[src/rtl/cache_set.sv]
// One set of a WAYS-way cache: combinational lookup/read, write-hit at the next edge, LRU ages, line refill.
// Refill streams WORDS beats (fill_valid may gap); accesses are ignored while busy, fill_done pulses after the last beat.
module cache_set #(
  parameter int TAG_WIDTH    = 20,
  parameter int OFFSET_WIDTH = 5,
  parameter int WAYS         = 2,
  localparam int WB          = (WAYS > 1) ? $clog2(WAYS) : 1,
  localparam int OW          = OFFSET_WIDTH - 2,
  localparam int WORDS       = 1 << OW
) (
  input  logic                 clk,
  input  logic                 reset_n,
  input  logic [TAG_WIDTH-1:0] lookup_tag,
  input  logic [OW-1:0]        offset,
  input  logic                 rd_en,
  input  logic                 wr_en,
  input  logic [3:0]           byte_en,
  input  logic [31:0]          write_data,
  output logic                 hit,
  output logic [WB-1:0]        hit_way,
  output logic [31:0]          read_dataA,
  output logic [31:0]          read_dataB,
  output logic                 cross_line,
  input  logic                 fill_start,
  input  logic [TAG_WIDTH-1:0] fill_tag,
  input  logic                 fill_valid,
  input  logic [31:0]          fill_data,
  output logic                 busy,
  output logic                 fill_done,
  output logic [WB-1:0]        victim_way,
  output logic                 victim_dirty,
  output logic [TAG_WIDTH-1:0] victim_tag
);

  typedef enum logic {IDLE, FILL} state_e;

  state_e                 state_q, state_d;
  logic [OW-1:0]          cnt_q, cnt_d;
  logic [WB-1:0]          tgt_q, tgt_d;
  logic [TAG_WIDTH-1:0]   ftag_q, ftag_d;
  logic                   vdirty_q, vdirty_d;
  logic [TAG_WIDTH-1:0]   vtag_q, vtag_d;
  logic                   fill_done_q, fill_done_d;

  logic [WAYS-1:0]        valid_q;
  logic [WAYS-1:0]        dirty_q;
  logic [TAG_WIDTH-1:0]   tag_q  [WAYS];
  logic [WB-1:0]          age_q  [WAYS];
  logic [31:0]            data_q [WAYS][WORDS];

  logic                   hit_c;
  logic [WB-1:0]          hit_way_c;
  logic [WB-1:0]          vic_c;
  logic                   vic_found;
  logic                   acc_ok, wr_hit, fill_beat, fill_last, lru_en;
  logic [WB-1:0]          lru_way;

  // Downward scans so the lowest matching index wins.
  always_comb begin
    hit_c     = 1'b0;
    hit_way_c = '0;
    if (state_q == IDLE) begin
      for (int w = WAYS - 1; w >= 0; w--) begin
        if (valid_q[w] && (tag_q[w] == lookup_tag)) begin
          hit_c     = 1'b1;
          hit_way_c = WB'(w);
        end
      end
    end
  end

  always_comb begin
    vic_c     = '0;
    vic_found = 1'b0;
    for (int w = WAYS - 1; w >= 0; w--) begin
      if (!valid_q[w]) begin
        vic_c     = WB'(w);
        vic_found = 1'b1;
      end
    end
    if (!vic_found) begin
      for (int w = 0; w < WAYS; w++) begin
        if (age_q[w] == WB'(WAYS - 1)) vic_c = WB'(w);
      end
    end
  end

  assign acc_ok    = (state_q == IDLE) && !fill_start && hit_c;
  assign wr_hit    = acc_ok && wr_en;
  assign fill_beat = (state_q == FILL) && fill_valid;
  assign fill_last = fill_beat && (cnt_q == OW'(WORDS - 1));
  assign lru_en    = (acc_ok && (rd_en || wr_en)) || fill_last;
  assign lru_way   = fill_last ? tgt_q : hit_way_c;

  always_comb begin
    state_d     = state_q;
    cnt_d       = cnt_q;
    tgt_d       = tgt_q;
    ftag_d      = ftag_q;
    vdirty_d    = vdirty_q;
    vtag_d      = vtag_q;
    fill_done_d = 1'b0;
    case (state_q)
      IDLE: begin
        if (fill_start) begin
          state_d  = FILL;
          cnt_d    = '0;
          tgt_d    = vic_c;
          ftag_d   = fill_tag;
          vdirty_d = dirty_q[vic_c];
          vtag_d   = tag_q[vic_c];
        end
      end
      FILL: begin
        if (fill_valid) begin
          cnt_d = cnt_q + OW'(1);
          if (cnt_q == OW'(WORDS - 1)) begin
            state_d     = IDLE;
            fill_done_d = 1'b1;
          end
        end
      end
      default: state_d = IDLE;
    endcase
  end

  always_ff @(posedge clk or negedge reset_n) begin
    if (!reset_n) begin
      state_q     <= IDLE;
      cnt_q       <= '0;
      tgt_q       <= '0;
      ftag_q      <= '0;
      vdirty_q    <= 1'b0;
      vtag_q      <= '0;
      fill_done_q <= 1'b0;
    end else begin
      state_q     <= state_d;
      cnt_q       <= cnt_d;
      tgt_q       <= tgt_d;
      ftag_q      <= ftag_d;
      vdirty_q    <= vdirty_d;
      vtag_q      <= vtag_d;
      fill_done_q <= fill_done_d;
    end
  end

  // Line storage; a fill invalidates its target on entry so an aborted fill never exposes a partial line.
  always_ff @(posedge clk or negedge reset_n) begin
    if (!reset_n) begin
      valid_q <= '0;
      dirty_q <= '0;
      for (int w = 0; w < WAYS; w++) begin
        tag_q[w] <= '0;
        age_q[w] <= WB'(w);
        for (int k = 0; k < WORDS; k++) data_q[w][k] <= '0;
      end
    end else begin
      if ((state_q == IDLE) && fill_start) begin
        valid_q[vic_c] <= 1'b0;
        dirty_q[vic_c] <= 1'b0;
      end
      if (wr_hit) begin
        for (int b = 0; b < 4; b++) begin
          if (byte_en[b]) data_q[hit_way_c][offset][8*b +: 8] <= write_data[8*b +: 8];
        end
        dirty_q[hit_way_c] <= 1'b1;
      end
      if (fill_beat) data_q[tgt_q][cnt_q] <= fill_data;
      if (fill_last) begin
        tag_q[tgt_q]   <= ftag_q;
        valid_q[tgt_q] <= 1'b1;
        dirty_q[tgt_q] <= 1'b0;
      end
      if (lru_en) begin
        for (int w = 0; w < WAYS; w++) begin
          if (WB'(w) == lru_way)            age_q[w] <= '0;
          else if (age_q[w] < age_q[lru_way]) age_q[w] <= age_q[w] + WB'(1);
        end
      end
    end
  end

  assign hit          = hit_c;
  assign hit_way      = hit_way_c;
  assign cross_line   = (offset == OW'(WORDS - 1));
  assign read_dataA   = hit_c ? data_q[hit_way_c][offset] : 32'h0;
  assign read_dataB   = (hit_c && !cross_line) ? data_q[hit_way_c][offset + OW'(1)] : 32'h0;
  assign busy         = (state_q == FILL);
  assign fill_done    = fill_done_q;
  assign victim_way   = busy ? tgt_q    : vic_c;
  assign victim_dirty = busy ? vdirty_q : dirty_q[vic_c];
  assign victim_tag   = busy ? vtag_q   : tag_q[vic_c];

endmodule
[config.mk]
export PLATFORM = sky130hd
export DESIGN_NAME = cache_set
export DESIGN_NICKNAME = d
export VERILOG_FILES = /design/src/rtl/cache_set.sv
export SDC_FILE = /design/constraint.sdc
export NUM_CORES = 2
export LEC_CHECK = 0
export BUFFER_PORTS_ARGS = -buffer_cell sky130_fd_sc_hd__buf_2
export CAP_MARGIN = 20
export CORE_MARGIN = 4
export CORE_UTILIZATION = 35
export CTS_CLUSTER_SIZE = 20
export DETAILED_ROUTE_END_ITERATION = 10
export GPL_ROUTABILITY_DRIVEN = 0
export MAX_ROUTING_LAYER = met4
export PLACE_DENSITY = 0.47
export SLEW_MARGIN = 5
export SYNTH_ARGS = -nofsm -noshare
export SYNTH_HDL_FRONTEND = slang
export SYNTH_SLANG_ARGS = --single-unit
[constraint.sdc]
create_clock -name clk -period 6 [get_ports clk]
set_clock_uncertainty 0.2 [all_clocks]
set_input_delay 0.6 -clock clk [delete_from_list [all_inputs] [get_ports clk]]
set_output_delay 0.6 -clock clk [all_outputs]
set_load 0.03 [all_outputs]
==> impl_metrics.ini <==
[die]
io_pins = 208
core_um2 = 100000
die_area_um2 = 107000
die_width_um = 327
die_y_um = 327
rows = 116
start_util = 0.354

[timing]
max_freq_mhz = 170
drv_slew = 0
grt_setup_unrepaired = no
period_needed_ns = 5.88
tns_ns = 0
tightestPinTransition_ns = 1.18
fin_crit_sh = 0.980
relSlewSlack = 0.212
hold_viol_final = 0
setup_viol = 0

[power]
leakagePower_nw = 16.0
powerDensity_nw_per_um2 = 425
peakVddDrop_mv = 0.198

[flow_run]
drv_cap = 0

[setup_path]
crit_type = reg2out
worst_ep_required_time_ns = 5.20
crit_fanout = 14
worst_setup_path_end_kind = output pin
arrival_ns = 5.08
startpoint_type = flip-flop

[clock_network]
cts_buffer_depth = 3
cts_root_buf = clkbuf_16
clk_pin_slew_ns = 0.06
cts_setup_buffers = 0
clk-insertion-delay-late_ns = 0.64
numCtsBuffers = 75
clock_sinks = 605
htree_num_levels = 3
cts_tree = built

[logic_synthesis]
synthCells = 3829
synth_common_cells = mux2i_1, dfrtp_1, nand2_1, a21oi_1, nor2_1
synth_top_area_share = 0.425
synthArstFlopShare = 1.00
yosysTopAreaCell = dfrtp_1
ys_seq_area_frac = 0.426
yosys-top-cells-area = dfrtp_1, mux2i_1, a21oi_1
dominantRegCellSynth = dfrtp_1
syn_avg_cell_area_um2 = 9.29
synth_edf_count = 0
synth_nets = 3950
synth_seq_cells = 605
yosysMostFrequentCell = mux2i_1
syn_area_um2 = 35600
synth_cell_types = 74
yosysWarnings = 0

[status]
outcome = complete, no violations

[hold_path]
min_path_type = in2reg

[place]
post-dp-hpwl_mm = 102
portBuffers = 207
place_area_um2 = 37800

[global_routing]
grt_pass1_wl_mm = 229
grt.total_usage = 0.301
first_global_vias = 29596
overflow = 0
antenna_found_initial = 42
grt_max_degree = 135

[cells_and_area]
fin_nets = 3983
syn_to_final_growth_pct = 14.1
design_area_um2 = 40600
drive_gt1_frac = 0.157

[detailed_routing]
ant_nets = 0
first_iter_violations = 3887
drc = 0
wire_per_inst_um = 30.3
via_per_inst = 5.88
vias = 31152
dr.pass1.iters = 8
routed_wl_mm = 161
report_power, final:
| group | internal, mW | switching (mW) |
|---|---|---|
| combinational | 2.17 | 3.00 |
| sequential | 6.01 | 1.42 |
| clock | 2.75 | 1.92 |
| total | 10.9 | 6.34 |
layout make-up:
class	instances	area, um^2
clock buffers	115	2280
multi-input cells	2842	19000
fillers	10111	59800
inverters	11	41.3
clock inverters	21	218
repair buffers	327	2150
diodes	17	42.5
well taps	1357	1700
flip-flops and latches	605	15100
worst max-delay path: stages, from the launching register on:
cell	delay, ns
dfrtp_1	0.43
nor2b_1	0.17
nor4_1	0.38
nand4b_1	0.38
a211oi_4	0.81
buf_4	0.45
mux2i_1	0.21
mux2i_1	0.16
o22ai_1	0.09
a2111oi_0	0.88
buf_4	0.24
buf_2	0.19
logic make-up after synthesis:
family                     Yosys count  synth area share
DFF                                605             0.426
muxes                              799             0.229
buffers and inverters              382            0.0463
and+or+nand+nor                   1115             0.137
AOI/OAI and AO/OA                  884             0.151
adders and majority gates            4           0.00141
xor gates and xnor gates            40           0.00985
metrics by stage:
stage	hold slack [ns]	instances	power [mW]	setup WS, ns	util
floorplan	0.104	3829	10.7	1.09	-
global placement	0.252	5120	12.5	0.563	0.376
detailed placement	0.257	5120	12.6	0.519	0.376
CTS	0.0176	5276	17.3	0.0625	0.403
global route	0.0348	5294	18.3	0.0636	0.404
finish	0.0342	5295	17.3	0.123	0.404
state kept, by name, indices dropped and copies added, names as in the netlist:
signal	cells
busy	1
cnt_q	3
dirty_q	2
age_q	2
vtag_q	20
tgt_q	1
fill_done	1
tag_q	40
ftag_q	20
data_q	512
valid_q	2
vdirty_q	1
timing repair:
| item | CTS | global route |
|---|---|---|
| resized for setup | 0 | 1 |
| endpoints found under the hold margin | 75 | 0 |
| endpoints found under the setup margin | 0 | 1 |
| hold buffers | 20 | 0 |
path summary, 6_finish.rpt:
path / startpoint / end / slack (ns) / cells past startpoint
max in group asynchronous: reset_n / data_q[360]$_DFF_PN0_ / 3.77 / 4
max reg2reg: tag_q[13]$_DFFE_PN0P_ / data_q[126]$_DFF_PN0_ / 1.63 / 9
max: tag_q[1]$_DFFE_PN0P_ / read_dataB[26] / 0.12 / 11
min reg2reg: vtag_q[15]$_DFFE_PN0P_ / vtag_q[15]$_DFFE_PN0P_ / 0.27 / 2
min: fill_tag[19] / ftag_q[19]$_DFFE_PN0P_ / 0.03 / 3
min in group asynchronous: reset_n / data_q[325]$_DFF_PN0_ / 0.32 / 2
per-layer routing:
metal	share of wire	global-route usage
met1	0.43	0.409
met3	0.084	0.0535
met5	0	-
met4	0.036	0.103
met2	0.45	0.455
layout by cell type, fill, tap and decap left out, types with 37 or more instances in the layout:
cell type	netlist	final
a211oi_1	38	37
a21oi_1	384	384
a22oi_1	52	52
buf_2	34	206
buf_4	35	88
clkbuf_16	0	77
dfrtp_1	604	603
mux2_2	94	94
mux2i_1	703	703
nand2_1	506	500
nand3_1	44	41
nor2_1	368	359
nor2_2	32	37
o21ai_0	194	194
No activity file was read; power rests on OpenSTA's default activity.
